===== config.mk =====
export PLATFORM = sky130hd
export DESIGN_NAME = restador_serial
export DESIGN_NICKNAME = d
export VERILOG_FILES = /design/src/rtl/restador_serial_pkg.sv /design/src/rtl/restador_serial_completo.sv /design/src/rtl/restador_serial.sv
export SDC_FILE = /design/constraint.sdc
export NUM_CORES = 1
export LEC_CHECK = 0
export CAP_MARGIN = 20
export CORE_ASPECT_RATIO = 1.1
export CORE_MARGIN = 1
export CORE_UTILIZATION = 40
export CTS_CLUSTER_SIZE = 10
export DETAILED_ROUTE_END_ITERATION = 8
export GPL_TIMING_DRIVEN = 0
export SLEW_MARGIN = 30
export SYNTH_ARGS = -nofsm -noshare
export SYNTH_HDL_FRONTEND = slang
export SYNTH_SLANG_ARGS = --single-unit

===== constraint.sdc =====
create_clock -name clk -period 1.9 [get_ports clk]
set_input_delay 0.475 -clock clk [delete_from_list [all_inputs] [get_ports clk]]
set_output_delay 0.475 -clock clk [all_outputs]
set_load 0.005 [all_outputs]

===== src/rtl/restador_serial_pkg.sv =====
// Shared definitions for the bit-serial subtractor.
//   estado_t : FSM states (REPOSO, RESTANDO, FIN)
//   N_DEF    : default operand / difference width
package restador_serial_pkg;

  localparam int unsigned N_DEF = 8;

  typedef enum logic [1:0] {
    REPOSO   = 2'd0,
    RESTANDO = 2'd1,
    FIN      = 2'd2
  } estado_t;

endpackage


===== src/rtl/restador_serial_completo.sv =====
// Combinational full subtractor built from two half-subtractor stages.
//   x, y : minuend / subtrahend bits
//   pin  : incoming borrow
//   R    : difference bit   (x ^ y ^ pin)
//   P    : outgoing borrow  ((~x & y) | (~(x ^ y) & pin))
module restador_completo (
  input  logic x,
  input  logic y,
  input  logic pin,
  output logic R,
  output logic P
);

  logic d1;
  logic p1;
  logic p2;

  // First stage: x - y
  assign d1 = x ^ y;
  assign p1 = ~x & y;

  // Second stage: (x - y) - pin
  assign R  = d1 ^ pin;
  assign p2 = ~d1 & pin;

  assign P  = p1 | p2;

endmodule


===== src/rtl/restador_serial.sv =====
// Bit-serial unsigned subtractor: diferencia = a - b mod 2^N, one bit per
// cycle LSB first, with the final borrow reported on prestamo.
//   clk, reset : clock (rising edge), asynchronous active-high reset
//   inicio     : start request, honoured only in REPOSO
//   a, b       : operands, captured on the start-accept edge
//   ocupado    : high in RESTANDO and FIN
//   listo      : one-cycle pulse while the result is first valid
//   diferencia : result, held until the next start is accepted
//   prestamo   : final borrow (1 when a < b)
module restador_serial
  import restador_serial_pkg::*;
#(
  parameter int unsigned N = N_DEF
) (
  input  logic         clk,
  input  logic         reset,
  input  logic         inicio,
  input  logic [N-1:0] a,
  input  logic [N-1:0] b,
  output logic         ocupado,
  output logic         listo,
  output logic [N-1:0] diferencia,
  output logic         prestamo
);

  localparam int unsigned CW = $clog2(N);

  estado_t       estado;
  logic [N-1:0]  a_sr;
  logic [N-1:0]  b_sr;
  logic [N-1:0]  res_sr;
  logic [CW-1:0] cnt;
  logic          borrow;
  logic          r_bit;
  logic          p_bit;

  restador_completo u_completo (
    .x   (a_sr[0]),
    .y   (b_sr[0]),
    .pin (borrow),
    .R   (r_bit),
    .P   (p_bit)
  );

  // Sequencer: operand capture, serial shift and result publication
  always_ff @(posedge clk or posedge reset) begin
    if (reset) begin
      estado     <= REPOSO;
      a_sr       <= '0;
      b_sr       <= '0;
      res_sr     <= '0;
      cnt        <= '0;
      borrow     <= 1'b0;
      ocupado    <= 1'b0;
      listo      <= 1'b0;
      diferencia <= '0;
      prestamo   <= 1'b0;
    end else begin
      case (estado)
        REPOSO: begin
          listo <= 1'b0;
          if (inicio) begin
            a_sr    <= a;
            b_sr    <= b;
            borrow  <= 1'b0;
            cnt     <= '0;
            ocupado <= 1'b1;
            estado  <= RESTANDO;
          end
        end
        RESTANDO: begin
          a_sr   <= a_sr >> 1;
          b_sr   <= b_sr >> 1;
          res_sr <= {r_bit, res_sr[N-1:1]};
          borrow <= p_bit;
          cnt    <= cnt + CW'(1);
          // Last bit: publish the completed word together with listo
          if (cnt == CW'(N - 1)) begin
            diferencia <= {r_bit, res_sr[N-1:1]};
            prestamo   <= p_bit;
            listo      <= 1'b1;
            estado     <= FIN;
          end
        end
        FIN: begin
          listo   <= 1'b0;
          ocupado <= 1'b0;
          estado  <= REPOSO;
        end
        default: begin
          listo   <= 1'b0;
          ocupado <= 1'b0;
          estado  <= REPOSO;
        end
      endcase
    end
  end

endmodule


; After elaboration in Yosys (flattened, before gate mapping)
; Cells that the tools add are included.
; Widths: inputs -> output; s select.
[totals]
register_bits = 41
output_inout_bits = 11
memories = 0
latchBits = 0
ramBits = 0
rom_bits = 0
inputBits = 19
word_cells = 44
[classes]
n_addsub = 1
shifts = 0
div = 0
bitwise = 8
multipliers = 0
eq_ne = 4
order_cmp = 0
n_reduce_logical = 6
muxes = 15
[op_table]
columns = op, n
row1 = $pmux 8 s2, 2
row2 = $mux 8, 2
row3 = $reduce_and 2->1, 4
row4 = $pmux 3 s2, 1
row5 = $mux 1, 4
row6 = $mux 2, 2
row7 = $ne 2x2->1 const B, 2
row8 = $pmux 1 s2, 2
row9 = $pmux 2 s2, 1
row10 = $add 3x1->3 const B, 1
row11 = $eq 3x3->1 const B, 1
row12 = $mux 3, 1
row13 = $not 1->1, 3
row14 = $and 1x1->1, 2
row15 = $eq 2x1->1 const B, 1
row16 = $logic_not 2->1, 1
row17 = $reduce_bool 2->1, 1
row18 = $xor 1x1->1, 2
row19 = $or 1x1->1, 1

; Logic depth before layout (Yosys ltp)
; Gate-level depths: netlist of run 1.
[depth]
depth_word = 5
ltp_mapped = 5
depth_no_buf = 4

; Hierarchy
; From an unflattened synthesis of run 1, not the netlist that was laid out.
[hier_totals]
cells_unflattened = 166
area_unflattened_um2 = 1840.5
[modules_own_cells]
columns = module, area_per_inst_um2, cells_each, instances, seq_area_each_um2
row1 = restador_serial, 1809.2, 162, 1, 1001.0
row2 = restador_completo, 31.3, 4, 1, 0.0

; Least setup slack after synthesis of run 1
; Ideal clock, no wire load.
[synth_path]
path_kind = reg-to-reg
startpoint = register cnt[0]
endpoint = register diferencia[0]
setup_ps = 125
arrival_time_ps = 1334
synth_period_minus_slack_ps = 1459
n_path_buf = 1
stages_incl_launch_ff = 6
path_slack_ps = 441
t_required_ps = 1775
path_cell_list = dfrtp_1 > ha_1 > ha_1 > nand3b_1 > buf_4 > mux2_4
[synth_between]
elab_chain_cells = 2
[synth_lines]
columns = element, line
row1 = "start, declared", restador_serial.sv:32  ; logic [CW-1:0] cnt;
row2 = "start signal, assigned", restador_serial.sv:76  ; cnt <= cnt + CW'(1);
row3 = $eq 3x3->1, restador_serial.sv:78  ; if (cnt == CW'(N - 1)) begin
row4 = $reduce_and 2->1 (no source line), -
row5 = "end signal, assigned", restador_serial.sv:79  ; diferencia <= {r_bit, res_sr[N-1:1]};
row6 = "end, declared", restador_serial.sv:22  ; output logic [N-1:0] diferencia,
; No other way between the ends.
; A chain may end at the register's enable or synchronous reset.

; Worst setup path after layout of run 1
[layout_path]
startpoint = register ocupado
endpoint = output port ocupado
[layout_rtl]
columns = element, line
row1 = "start, declared", restador_serial.sv:20  ; output logic ocupado,
row2 = "start signal, assigned", restador_serial.sv:54  ; ocupado <= 1'b0;
row3 = "start signal, assigned", restador_serial.sv:67  ; ocupado <= 1'b1;
row4 = "start signal, assigned", restador_serial.sv:87  ; ocupado <= 1'b0;
; No word-level cell between the ends.

==> metrics.csv, run 1 <==
stage,metric,value,unit
drt,Residual DRC,0,
clock_tree,root buf cell,clkbuf_8,
timing,"Slew Viols, Final",0,
layout,nets@finish,209,
floorplan,Row Count,26,
layout,Antenna Cells,0,
power,PD cells,1571,nW/um^2
global_routing,largest net degree at the start of global routing,23,
clock_tree,worst-skew pair later-pin latency,0.30,ns
critical_path,CP bufs+invs,1,
drt,wire length per cell,14.58,um
critical_path,CP endpoint kind,output port,
synth,Synthesized Nets,173,
timing,Finish-stage setup viols,0,
drt,routed via count,1241,
timing,fmax,604.5,MHz
place,post-detail-place hpwl,2.541,mm
timing,Slew HR,69.69,%
synth,Post-Synthesis Cell Area,1947,um^2
clock_tree,CTS buffer count,5,
critical_path,CP max FO,2,
clock_tree,number of gates resized after CTS,0,
clock_tree,clock sink count,40,
power,Peak VDD IR,0.0005566,V
synth,register bit total from synthesis,40,
synth,Synth cell types,29,
drt,"wirelength, routed",3.558,mm
floorplan,area of the die,5151,um^2
timing,min Tclk post-route,1.654,ns
synth,multiplexer area fraction after synthesis,11.50,%
global_routing,initial antenna violation count,0,
min_path,Tightest Hold Check Type,in -> async,
clock_tree,CTS Hold Bufs,0,
synth,Post-Synth XOR/XNOR Area,0,%
critical_path,CP arrival,1.18,ns
floorplan,core area,4652,um^2
place,Routability Congestion,0.7225,
timing,unrepaired setup endpoints after global routing,no,
run,MaxCap Viol Count,0,
floorplan,I/O pins,30,
drt,via density per instance,5.086,
floorplan,Die Wd,68.52,um
synth,largest family of logic cells by synthesized area,compound AO/OA/AOI/OAI gates,
layout,proportion of layout cells with a drive suffix above 1,22.34,%
synth,Mapped Cells,151,
synth,synth warn,0,
timing,worst slew pin tran,0.4534,ns
clock_tree,Post-CTS Setup Inserts,0,
critical_path,crit-path cells,clkdlybuf4s50_1,
global_routing,Overall Global Routing Usage,16.58,%
floorplan,initial core utilization,41.85,%
power,leakage,1.107,nW
clock_tree,CTS tree,done,
floorplan,Die Ht,75.17,um
synth,Compound-Gate Fraction of Synth Area,13.69,%
clock_tree,H-tree depth,2,
critical_path,CP max stage cell,clkdlybuf4s50_1,
critical_path,"Req. time, crit path",1.42,ns
drt,first drt pass iteration count,4,
clock_tree,clock-pin slew on the worst setup and hold paths,0.08,ns
synth,synthesized-area fraction occupied by adder cells,2.314,%
drt,First DRT Iteration DRCs,51,
global_routing,remaining global-route overflow,0,
global_routing,vias in the first global route,1287,
timing,Tcrit/Tclk final,87.07,%
global_routing,first-pass GRT wire length,6.078,mm
place,Port-buffer cells,28,
critical_path,type of the worst setup path,reg -> out,
layout,area added between synthesis and finish,24.94,%
timing,Hold Fails Final Rpt,0,
synth,share of the yosys chip area belonging to registers,51.41,%
layout,final core occ,52.29,%
critical_path,crit start category,flip-flop,
drt,Post-DRT Antenna Nets,0,
timing,Layout Skew,0.007663,ns
timing,hold_ws,0.4894,ns
critical_path,CP max stage delay,0.51,ns
clock_tree,Clock Tree Buf Depth,2,
synth,mean area per synthesized cell,12.89,um^2
synth,Simple-Gate Fraction of Synth Area,12.66,%
critical_path,cell family with most CP delay,buffers and inverters,
status,status,"finished, final reports clean",
sequential cells by signal (all words and copies together), names as in the netlist:
register	cells
ocupado	1
res_sr	7
b_sr	8
a_sr	8
listo	1
borrow	1
diferencia	8
cnt	3
prestamo	1
estado	2
through the flow:
step           TNS (ns)  power [mW]  instance area [um^2]  std cells  worst slack, ns
3_5_place_dp          0       3.181                  2325        236           0.3280
6_report              0       3.822                  2432        244           0.2457
4_1_cts               0       3.878                  2432        244           0.2333
3_3_place_gp     -12.82       3.110                  2297        235          -0.3219
5_1_grt               0       4.143                  2432        244           0.1836
2_1_floorplan         0       2.646                  1947        151           0.4413
synthesized netlist by cell type (all sizes together):
master,count,area [um^2]
nand3b,3,22.52
dfrtp,40,1001
nand2,2,7.510
buf,9,81.32
mux2,16,214.0
nor3b,12,90.09
a22o,2,17.52
nor2b,15,93.84
a21oi,2,10.01
o221ai,2,17.52
clkbuf,1,3.750
nand2b,2,12.51
ha,2,25.02
o21bai,1,18.77
nor2,3,13.77
a221oi,12,173.9
a222oi,2,20.02
mux2i,1,10.01
or2,1,6.260
o2bb2ai,1,8.760
inv,21,78.83
fa,1,20.02
placed cells by master, fill, tap and decap left out, types with 3 or more instances in the layout:
cell type | netlist | layout
a221oi_2 | 11 | 11
mux2_1 | 5 | 5
nor3b_1 | 12 | 12
nor2b_1 | 15 | 15
clkdlybuf4s50_1 | 0 | 28
buf_6 | 3 | 3
buf_4 | 3 | 3
nand3b_1 | 3 | 3
dfrtp_1 | 40 | 40
mux2_4 | 9 | 9
clkbuf_8 | 0 | 5
inv_1 | 21 | 20
final timing paths:
path                                     start                         to  slack, ns  cells past startpoint
min in group clk           a_sr[7]$_DFFE_PP0P_        a_sr[7]$_DFFE_PP0P_       0.49                      2
setup reg to reg            cnt[0]$_DFFE_PP0P_  diferencia[3]$_DFFE_PP0P_       0.34                      5
setup / recovery           ocupado$_DFFE_PP0P_                    ocupado       0.25                      1
max in group asynchronous                reset      res_sr[1]$_DFFE_PP0P_       0.95                      3
hold / removal                           reset       prestamo$_DFFE_PP0P_       0.49                      2
hold reg to reg            a_sr[7]$_DFFE_PP0P_        a_sr[7]$_DFFE_PP0P_       0.49                      2
metal layers:
layer | vias up | global-route usage (%) | share of wire [%]
met4 | 0 | 6.944 | 0.87
li1 | 594 | - | -
met5 | - | 0 | 0
met1 | 616 | 20.80 | 48
met3 | 4 | 5.000 | 3.9
met2 | 27 | 26.36 | 48
kinds of logic after synthesis:
family / after synthesis
AO/OA/AOI/OAI: 22
adder cells (fa/ha/maj): 3
buffers and inverters: 31
flip-flops: 40
multiplexers: 17
AND/OR/NAND/NOR: 38
area by class of cell:
type | count | area [um^2]
Buffer | 10 | 85.08
Timing Repair Buffer | 29 | 307.8
Clock inverter | 2 | 35.03
Sequential cell | 40 | 1001
Tap cell | 56 | 70.07
Fill cell | 411 | 2220
Clock buffer | 6 | 72.57
Inverter | 21 | 78.83
Multi-Input combinational cell | 80 | 782.0
where the power goes:
group / switching (mW) / total (mW) / internal, mW / leakage, nW
logic: 0.671 / 1.64 / 0.966 / 0.571
clock network: 0.304 / 0.694 / 0.390 / 0.0552
registers: 0.228 / 1.49 / 1.26 / 0.480
total: 1.20 / 3.82 / 2.62 / 1.11
No activity file was read; power rests on OpenSTA's default activity.
==> run 2, diff against run 1 <==
CTS_CLUSTER_SIZE = not set   (was 10)
==> results of run 2 <==
Same layout as run 1: the final DEF is identical, and so are final timing and power.
